## src/rtl/motion_pattern_engine.sv

```systemverilog
// Synthetic mouse-motion report generator: circle/square/figure-8/random/drag/idle deltas per report tick.
// Sample registers one cycle after the tick; held reports absorb later ticks by saturating accumulation.
module motion_pattern_engine #(
  parameter int          CLK_FREQ_HZ = 48_000_000,
  parameter int          REPORT_HZ   = 100,
  parameter int          DELTA_W     = 8,
  parameter logic [15:0] LFSR_SEED   = 16'hACE1
) (
  input  logic               clk,
  input  logic               rst,
  input  logic               enable,
  input  logic [2:0]         pattern_sel,
  input  logic [2:0]         scale,
  input  logic [1:0]         speed,
  input  logic               rpt_ready,
  output logic               rpt_valid,
  output logic [DELTA_W-1:0] dx,
  output logic [DELTA_W-1:0] dy,
  output logic [2:0]         buttons,
  output logic [7:0]         coalesce_cnt
);

  localparam int TICKS = CLK_FREQ_HZ / REPORT_HZ;
  localparam int TW    = $clog2(TICKS);

  // First quadrant of round(127*sin); the 90-degree point (127) is handled separately
  localparam logic [6:0] QW [64] = '{
    7'd0,   7'd3,   7'd6,   7'd9,   7'd12,  7'd16,  7'd19,  7'd22,
    7'd25,  7'd28,  7'd31,  7'd34,  7'd37,  7'd40,  7'd43,  7'd46,
    7'd49,  7'd51,  7'd54,  7'd57,  7'd60,  7'd63,  7'd65,  7'd68,
    7'd71,  7'd73,  7'd76,  7'd78,  7'd81,  7'd83,  7'd85,  7'd88,
    7'd90,  7'd92,  7'd94,  7'd96,  7'd98,  7'd100, 7'd102, 7'd104,
    7'd106, 7'd107, 7'd109, 7'd111, 7'd112, 7'd113, 7'd115, 7'd116,
    7'd117, 7'd118, 7'd120, 7'd121, 7'd122, 7'd122, 7'd123, 7'd124,
    7'd125, 7'd125, 7'd126, 7'd126, 7'd126, 7'd127, 7'd127, 7'd127
  };

  typedef enum logic {IDLE, PEND} state_t;

  state_t                     state_q, state_d;
  logic [TW-1:0]              tick_cnt;
  logic                       tick, xfer, load, coal;
  logic [7:0]                 p, eff_p;
  logic [2:0]                 pat_q;
  logic [15:0]                lfsr;
  logic signed [7:0]          amp, s_dx, s_dy;
  logic [2:0]                 s_btn;
  logic signed [DELTA_W-1:0]  smp_dx, smp_dy, dx_q, dy_q;

  function automatic logic signed [7:0] sine(input logic [7:0] th);
    logic [6:0] mag;
    if (th[6])
      mag = (th[5:0] == 6'd0) ? 7'd127 : QW[~th[5:0] + 6'd1];
    else
      mag = QW[th[5:0]];
    sine = th[7] ? -$signed({1'b0, mag}) : $signed({1'b0, mag});
  endfunction

  function automatic logic signed [7:0] cosine(input logic [7:0] th);
    cosine = sine(th + 8'd64);
  endfunction

  function automatic logic signed [DELTA_W-1:0] sat_add(input logic signed [DELTA_W-1:0] a,
                                                        input logic signed [DELTA_W-1:0] b);
    logic signed [DELTA_W:0] s;
    s = (DELTA_W+1)'(a) + (DELTA_W+1)'(b);
    if (s[DELTA_W] != s[DELTA_W-1])
      sat_add = s[DELTA_W] ? {1'b1, {(DELTA_W-1){1'b0}}} : {1'b0, {(DELTA_W-1){1'b1}}};
    else
      sat_add = s[DELTA_W-1:0];
  endfunction

  assign tick = enable && (tick_cnt == TW'(TICKS - 1));

  always_ff @(posedge clk or posedge rst) begin
    if (rst)
      tick_cnt <= '0;
    else if (!enable || tick)
      tick_cnt <= '0;
    else
      tick_cnt <= tick_cnt + TW'(1);
  end

  always_ff @(posedge clk or posedge rst) begin
    if (rst) begin
      p     <= 8'd0;
      pat_q <= 3'd0;
      lfsr  <= LFSR_SEED;
    end else if (tick) begin
      p     <= p + (8'd1 << speed);
      pat_q <= pattern_sel;
      lfsr  <= {lfsr[14:0], lfsr[15] ^ lfsr[13] ^ lfsr[12] ^ lfsr[10]};
    end
  end

  // A pattern switch restarts the waveform from phase 0 for that sample
  assign eff_p = (pattern_sel != pat_q) ? 8'd0 : p;
  assign amp   = 8'sd64 >>> scale;

  always_comb begin
    s_dx  = 8'sd0;
    s_dy  = 8'sd0;
    s_btn = 3'b000;
    case (pattern_sel)
      3'd0: begin
        s_dx = sine(eff_p) >>> scale;
        s_dy = cosine(eff_p) >>> scale;
      end
      3'd1: begin
        case (eff_p[7:6])
          2'd0:    s_dx = amp;
          2'd1:    s_dy = amp;
          2'd2:    s_dx = -amp;
          default: s_dy = -amp;
        endcase
      end
      3'd2: begin
        s_dx = cosine(eff_p) >>> scale;
        s_dy = cosine({eff_p[6:0], 1'b0}) >>> scale;
      end
      3'd3: begin
        s_dx = $signed({4'b0000, lfsr[3:0]}) - 8'sd8;
        s_dy = $signed({4'b0000, lfsr[7:4]}) - 8'sd8;
      end
      3'd4: begin
        s_dx  = eff_p[7] ? -amp : amp;
        s_btn = eff_p[7] ? 3'b000 : 3'b001;
      end
      default: ;
    endcase
    smp_dx = DELTA_W'(s_dx);
    smp_dy = DELTA_W'(s_dy);
  end

  always_ff @(posedge clk or posedge rst) begin
    if (rst)
      state_q <= IDLE;
    else
      state_q <= state_d;
  end

  always_comb begin
    state_d = state_q;
    case (state_q)
      IDLE:    if (tick) state_d = PEND;
      default: if (tick) state_d = PEND; else if (xfer) state_d = IDLE;
    endcase
  end

  always_comb begin
    rpt_valid = (state_q == PEND);
    xfer      = rpt_valid && rpt_ready;
    load      = tick && (!rpt_valid || xfer);
    coal      = tick && rpt_valid && !xfer;
  end

  always_ff @(posedge clk or posedge rst) begin
    if (rst) begin
      dx_q         <= '0;
      dy_q         <= '0;
      buttons      <= 3'b000;
      coalesce_cnt <= 8'd0;
    end else if (load) begin
      dx_q         <= smp_dx;
      dy_q         <= smp_dy;
      buttons      <= s_btn;
      coalesce_cnt <= 8'd0;
    end else if (coal) begin
      dx_q         <= sat_add(dx_q, smp_dx);
      dy_q         <= sat_add(dy_q, smp_dy);
      buttons      <= s_btn;
      coalesce_cnt <= (coalesce_cnt == 8'hFF) ? coalesce_cnt : coalesce_cnt + 8'd1;
    end
  end

  assign dx = dx_q;
  assign dy = dy_q;

endmodule

```

## config.mk

```make
export PLATFORM = sky130hd
export DESIGN_NAME = motion_pattern_engine
export DESIGN_NICKNAME = d
export VERILOG_FILES = /design/src/rtl/motion_pattern_engine.sv
export SDC_FILE = /design/constraint.sdc
export NUM_CORES = 1
export LEC_CHECK = 0
export ABC_AREA = 1
export CORE_ASPECT_RATIO = 1.1
export CORE_MARGIN = 8
export CORE_UTILIZATION = 55
export CTS_CLUSTER_SIZE = 20
export DETAILED_ROUTE_END_ITERATION = 16
export MAX_ROUTING_LAYER = met4
export PLACE_DENSITY = 0.77
export SLEW_MARGIN = 30
export SYNTH_ARGS = -nofsm -noshare
export SYNTH_HDL_FRONTEND = slang
export SYNTH_SLANG_ARGS = --single-unit
export TNS_END_PERCENT = 50
```

## constraint.sdc

```tcl
create_clock -name clk -period 6.1 [get_ports clk]
set_clock_uncertainty 0.1 [all_clocks]
set_input_delay 1.22 -clock clk [delete_from_list [all_inputs] [get_ports clk]]
set_output_delay 1.22 -clock clk [all_outputs]
set_load 0.005 [all_outputs]
```

==> results of run 1 <==
[sequential cells by signal, summed over array words and instances (netlist names)]
name / cells
tick_cnt: 19
lfsr: 16
coalesce_cnt: 8
dx: 8
dy: 8
p: 8
pat_q: 3
buttons: 1
rpt_valid: 1
[routing by layer]
metal  track usage  part of all wire  wire, um
met1         0.383              0.37     13000
met2         0.568              0.48     16900
met3        0.0546             0.099      3490
met4         0.167             0.055      1960
met5             -                 0         0
[timing repair]
| item | 4_1_cts | 5_1_grt |
|---|---|---|
| setup buffers | 52 | 20 |
| gates cloned | 1 | 0 |
| setup endpoints to repair | 16 | 16 |
| pin swaps | 88 | 69 |
| hold buffers | 0 | 0 |
| resized for setup | 133 | 105 |
[stage by stage]
stage	power, uW	area (sq um)	instances	hold slack (ns)	TNS, ns
after detailed placement	1110	10500	1784	0.357	-17.23
after global routing	1850	12100	1871	0.383	-8.51
after global placement	1100	10500	1784	0.347	-15.05
after floorplan	874	8530	1383	0.333	-2.25
after CTS	1690	11600	1853	0.366	0
final	1780	12100	1871	0.373	-5.36
[cell type report]
class,count,area [sq um]
clock buffers,9,225
inverters,145,571
well taps,196,245
clock inverters,7,60.1
multi-input cells,1115,6570
repair buffers,326,2630
flip-flops and latches,72,1810
fillers,997,2760
repair inverters,1,6.26
[worst min-delay path by stage]
| stage | from | end | slack [ns] | cells after the start |
|---|---|---|---|---|
| finish | p[7] | p[7] | 0.37 | 1 |
| global route | tick_cnt[0] | tick_cnt[0] | 0.38 | 1 |
| CTS | tick_cnt[0] | tick_cnt[0] | 0.37 | 1 |
| detailed placement | lfsr[11] | lfsr[11] | 0.36 | 2 |
| global placement | tick_cnt[0] | tick_cnt[0] | 0.35 | 1 |
| floorplan | tick_cnt[0] | tick_cnt[0] | 0.33 | 1 |
[Yosys cell counts (6+ instances only)]
cell	instances
sky130_fd_sc_hd__nand4_1	24
sky130_fd_sc_hd__nor2_1	96
sky130_fd_sc_hd__dfstp_2	8
sky130_fd_sc_hd__clkbuf_1	23
sky130_fd_sc_hd__o21ai_0	72
sky130_fd_sc_hd__nand2_1	471
sky130_fd_sc_hd__nand2_2	20
sky130_fd_sc_hd__a21oi_1	82
sky130_fd_sc_hd__buf_2	13
sky130_fd_sc_hd__ha_1	47
sky130_fd_sc_hd__nand3_1	170
sky130_fd_sc_hd__o21ai_1	13
sky130_fd_sc_hd__inv_2	7
sky130_fd_sc_hd__o211ai_1	6
sky130_fd_sc_hd__nor3_1	13
sky130_fd_sc_hd__or2_2	6
sky130_fd_sc_hd__o22ai_1	6
sky130_fd_sc_hd__xnor2_1	8
sky130_fd_sc_hd__dfrtp_1	64
sky130_fd_sc_hd__buf_4	8
sky130_fd_sc_hd__xor2_1	14
sky130_fd_sc_hd__inv_1	134
[power groups by stage]
stage / Sequential [uW] / Combinational, uW / Clock, uW
after global routing: 496 / 816 / 540
after detailed placement: 503 / 608 / 0
after global placement: 503 / 600 / 0
after CTS: 495 / 681 / 514
after floorplan: 500 / 374 / 0
final: 496 / 759 / 524
[logic make-up after synthesis]
kind of cell | Yosys count
and+or+nand+nor | 831
other | 1
DFF | 72
adders and majority gates | 50
buffers and inverters | 196
AOI/OAI and AO/OA | 208
xor gates and xnor gates | 24
==> summary by stage, run 1 <==
STA
The final cycle utilization of the critical path is 1.11. The setup violation total in the final timing report is 15. The total count of max-transition violations in the final report is 0. The maximum operating frequency is 148 MHz. Setup repair after global routing could not meet its margin everywhere. At the pin with the least slew margin, the transition time is 0.812 ns.

Measured against its own limit, the worst slew margin works out to 0.458. The minimum clock period is 6.76 ns. The final hold violation count is 0.

Setup slack on the critical path of the routed design comes to -0.661 ns.

Critical path
Following the worst setup path forward leads to its endpoint at dy[2]. The most used cell along the critical path is sky130_fd_sc_hd__nand2_2. The critical path contains buffers and inverters numbering 10 combined. The critical register-to-register path startpoint is pat_q[2]. The slack of the worst reg-to-reg path is -0.24 ns. In this run the critical register-to-register path is captured at dy[2]. The critical path class is primary input to flip-flop. The data arrival time of the worst path is 6.88 ns.

For this design, the slowest cell found on the critical path is sky130_fd_sc_hd__ha_4. The beginning of the critical path is pattern_sel[0]. The largest incremental delay on the critical path is 0.34 ns. STA classifies the critical path endpoint as a flip-flop. The top cell family by delay on the critical path is simple AND/OR/NAND/NOR gates. At the worst endpoint, the required time is 6.22 ns. The worst setup path is launched from a primary input. The number of logic stages on the critical path including buffering is 42. The depth of the most critical reg-to-reg path is 38. The largest driver fanout on the critical path is 8.

GRT
For this run the aggregate overflow at the end of global routing stands at 0. The maximum number of pins on one net before global-route repair is 73. The number of global-route vias before repair was 10486. The first global-routing pass estimated 51.3 mm of wire. Across every metal layer, demand over resource in global routing totals 0.336. The number of antenna violations at the first check in global routing is 0.

Detailed routing
The count of nets left with antenna violations once routing finished came out at 0. The pre-antenna-repair detailed-routing pass consisted of 7 iterations. The total via count after detailed routing is 11240. The number of vias per cell after detailed routing is 6.01. After detailed routing, the average wire length per cell comes to 18.9 um. After the first detailed-routing iteration, the DRC count stood at 1466. The number of DRC violations after detailed routing is 0. After detailed routing, the total wire length is 35.4 mm.

Clock network
The deepest clock path buffer count is 2. The CTS tree is yes. The latest clock arrival within the worst-skew pair is 0.35 ns. The clock root buffer is sky130_fd_sc_hd__clkbuf_16. In this run the number of H-tree levels came out at 3.

The CTS sink count is 72. The clock buffer count from CTS is 9. The clock-pin transition on the worst setup and hold timing paths is 0.06 ns.

Power
Summed over all cells, the static leakage comes to 0.00623 uW. The share of total power dissipated in the clock network is 0.295. The switching power summed over all nets is 691 uW.

The sequential fraction of design power is 0.279. For this design the ratio of total power to cell area is 147 nW/um^2. The total internal power is 1090 uW. The power share of the combinational group is 0.427. The maximum resistive drop on vdd is 0.000210 V. Of the total power, the share spent switching nets is 0.388.

Synth
The simple logic cell fraction of the synthesized area is 0.437. After synthesis the netlist holds a flip-flop and latch count of 72. Of the total synthesized cell area, the portion taken by XOR and XNOR cells is 0.0272. The count of cell types in the netlist is 57.

During synthesis, Yosys emitted a total of 0 warnings. The average instance area after synthesis is 6.00 sq um. The share of synthesized area in the top cell type comes to 0.213. Of the total synthesized cell area, the portion taken by full adders, half adders and majority gates is 0.0782. The largest area contributor in the netlist is sky130_fd_sc_hd__nand2_1. Measured against the total synthesized area, the mux share comes to 0.

After synthesis, the cell types taking the most area are sky130_fd_sc_hd__nand2_1 21%, sky130_fd_sc_hd__dfrtp_1 19%, sky130_fd_sc_hd__nand3_1 10%, sky130_fd_sc_hd__ha_1 7.1%, sky130_fd_sc_hd__inv_1 6.1%. The fraction of synthesis flops using an asynchronous set or reset pin is 1.00. Counting every instance in the synthesized netlist gives 1382. Counting flops with a built-in enable in the synthesized netlist gives 0. Summing every instance area after synthesis gives 8290 sq um. After synthesis, the largest family of logic cells by area is simple AND/OR/NAND/NOR gates. The compound-gate portion of the synthesized area is 0.141. The most common flop cell mapped by yosys is sky130_fd_sc_hd__dfrtp_1. Of the synthesized area, sequential elements account for 0.218.

Floorplan
The core area is 14900 sq um. The die height is 145 um. For this configuration, the core starts out at a cell density of 0.557. The die covers 19300 sq um.

The I/O pin count is 40. Row generation in the floorplan step produced 47 rows. The x dimension of the die is 133 um.

Status
The run finished, with violations left. The checks that failed: negative setup slack.

Cells and area
Once layout is complete, the utilization of the core stands at 0.815. The number of antenna cells inserted is 0. Relative to the synthesized area, the layout overhead comes to 46.1%. The library cells used most frequently in the layout, excluding fill and tap cells, are 412 x sky130_fd_sc_hd__nand2_1, 272 x sky130_fd_sc_hd__buf_4, 136 x sky130_fd_sc_hd__nand3_1, 121 x sky130_fd_sc_hd__inv_1, 85 x sky130_fd_sc_hd__nor2_1. Leaving out fill and tap cells, the most frequent cell in the layout is sky130_fd_sc_hd__nand2_1. The net count of the finished layout is 1732. The share of cells above drive strength 1 is 0.330.

Placement
After legalization and detailed placement, the total HPWL measured 22.4 mm. Routability-driven placement finished with a final weighted congestion of 1.02. At the placement stage, the worst setup path has a slack of -1.15 ns. The count of buffers from port buffering is 37.

Worst hold path
The min-delay analysis places its worst path in the category flip-flop to flip-flop.

Run
Max-cap violations in this run came to 0.
(Power assumes the default switching activity.)
==> run 2: changes to the inputs <==
- HOLD_SLACK_MARGIN: default -> 0.05
==> results of run 2 <==
The final DEF is identical to that of run 1; final timing and power are the same.
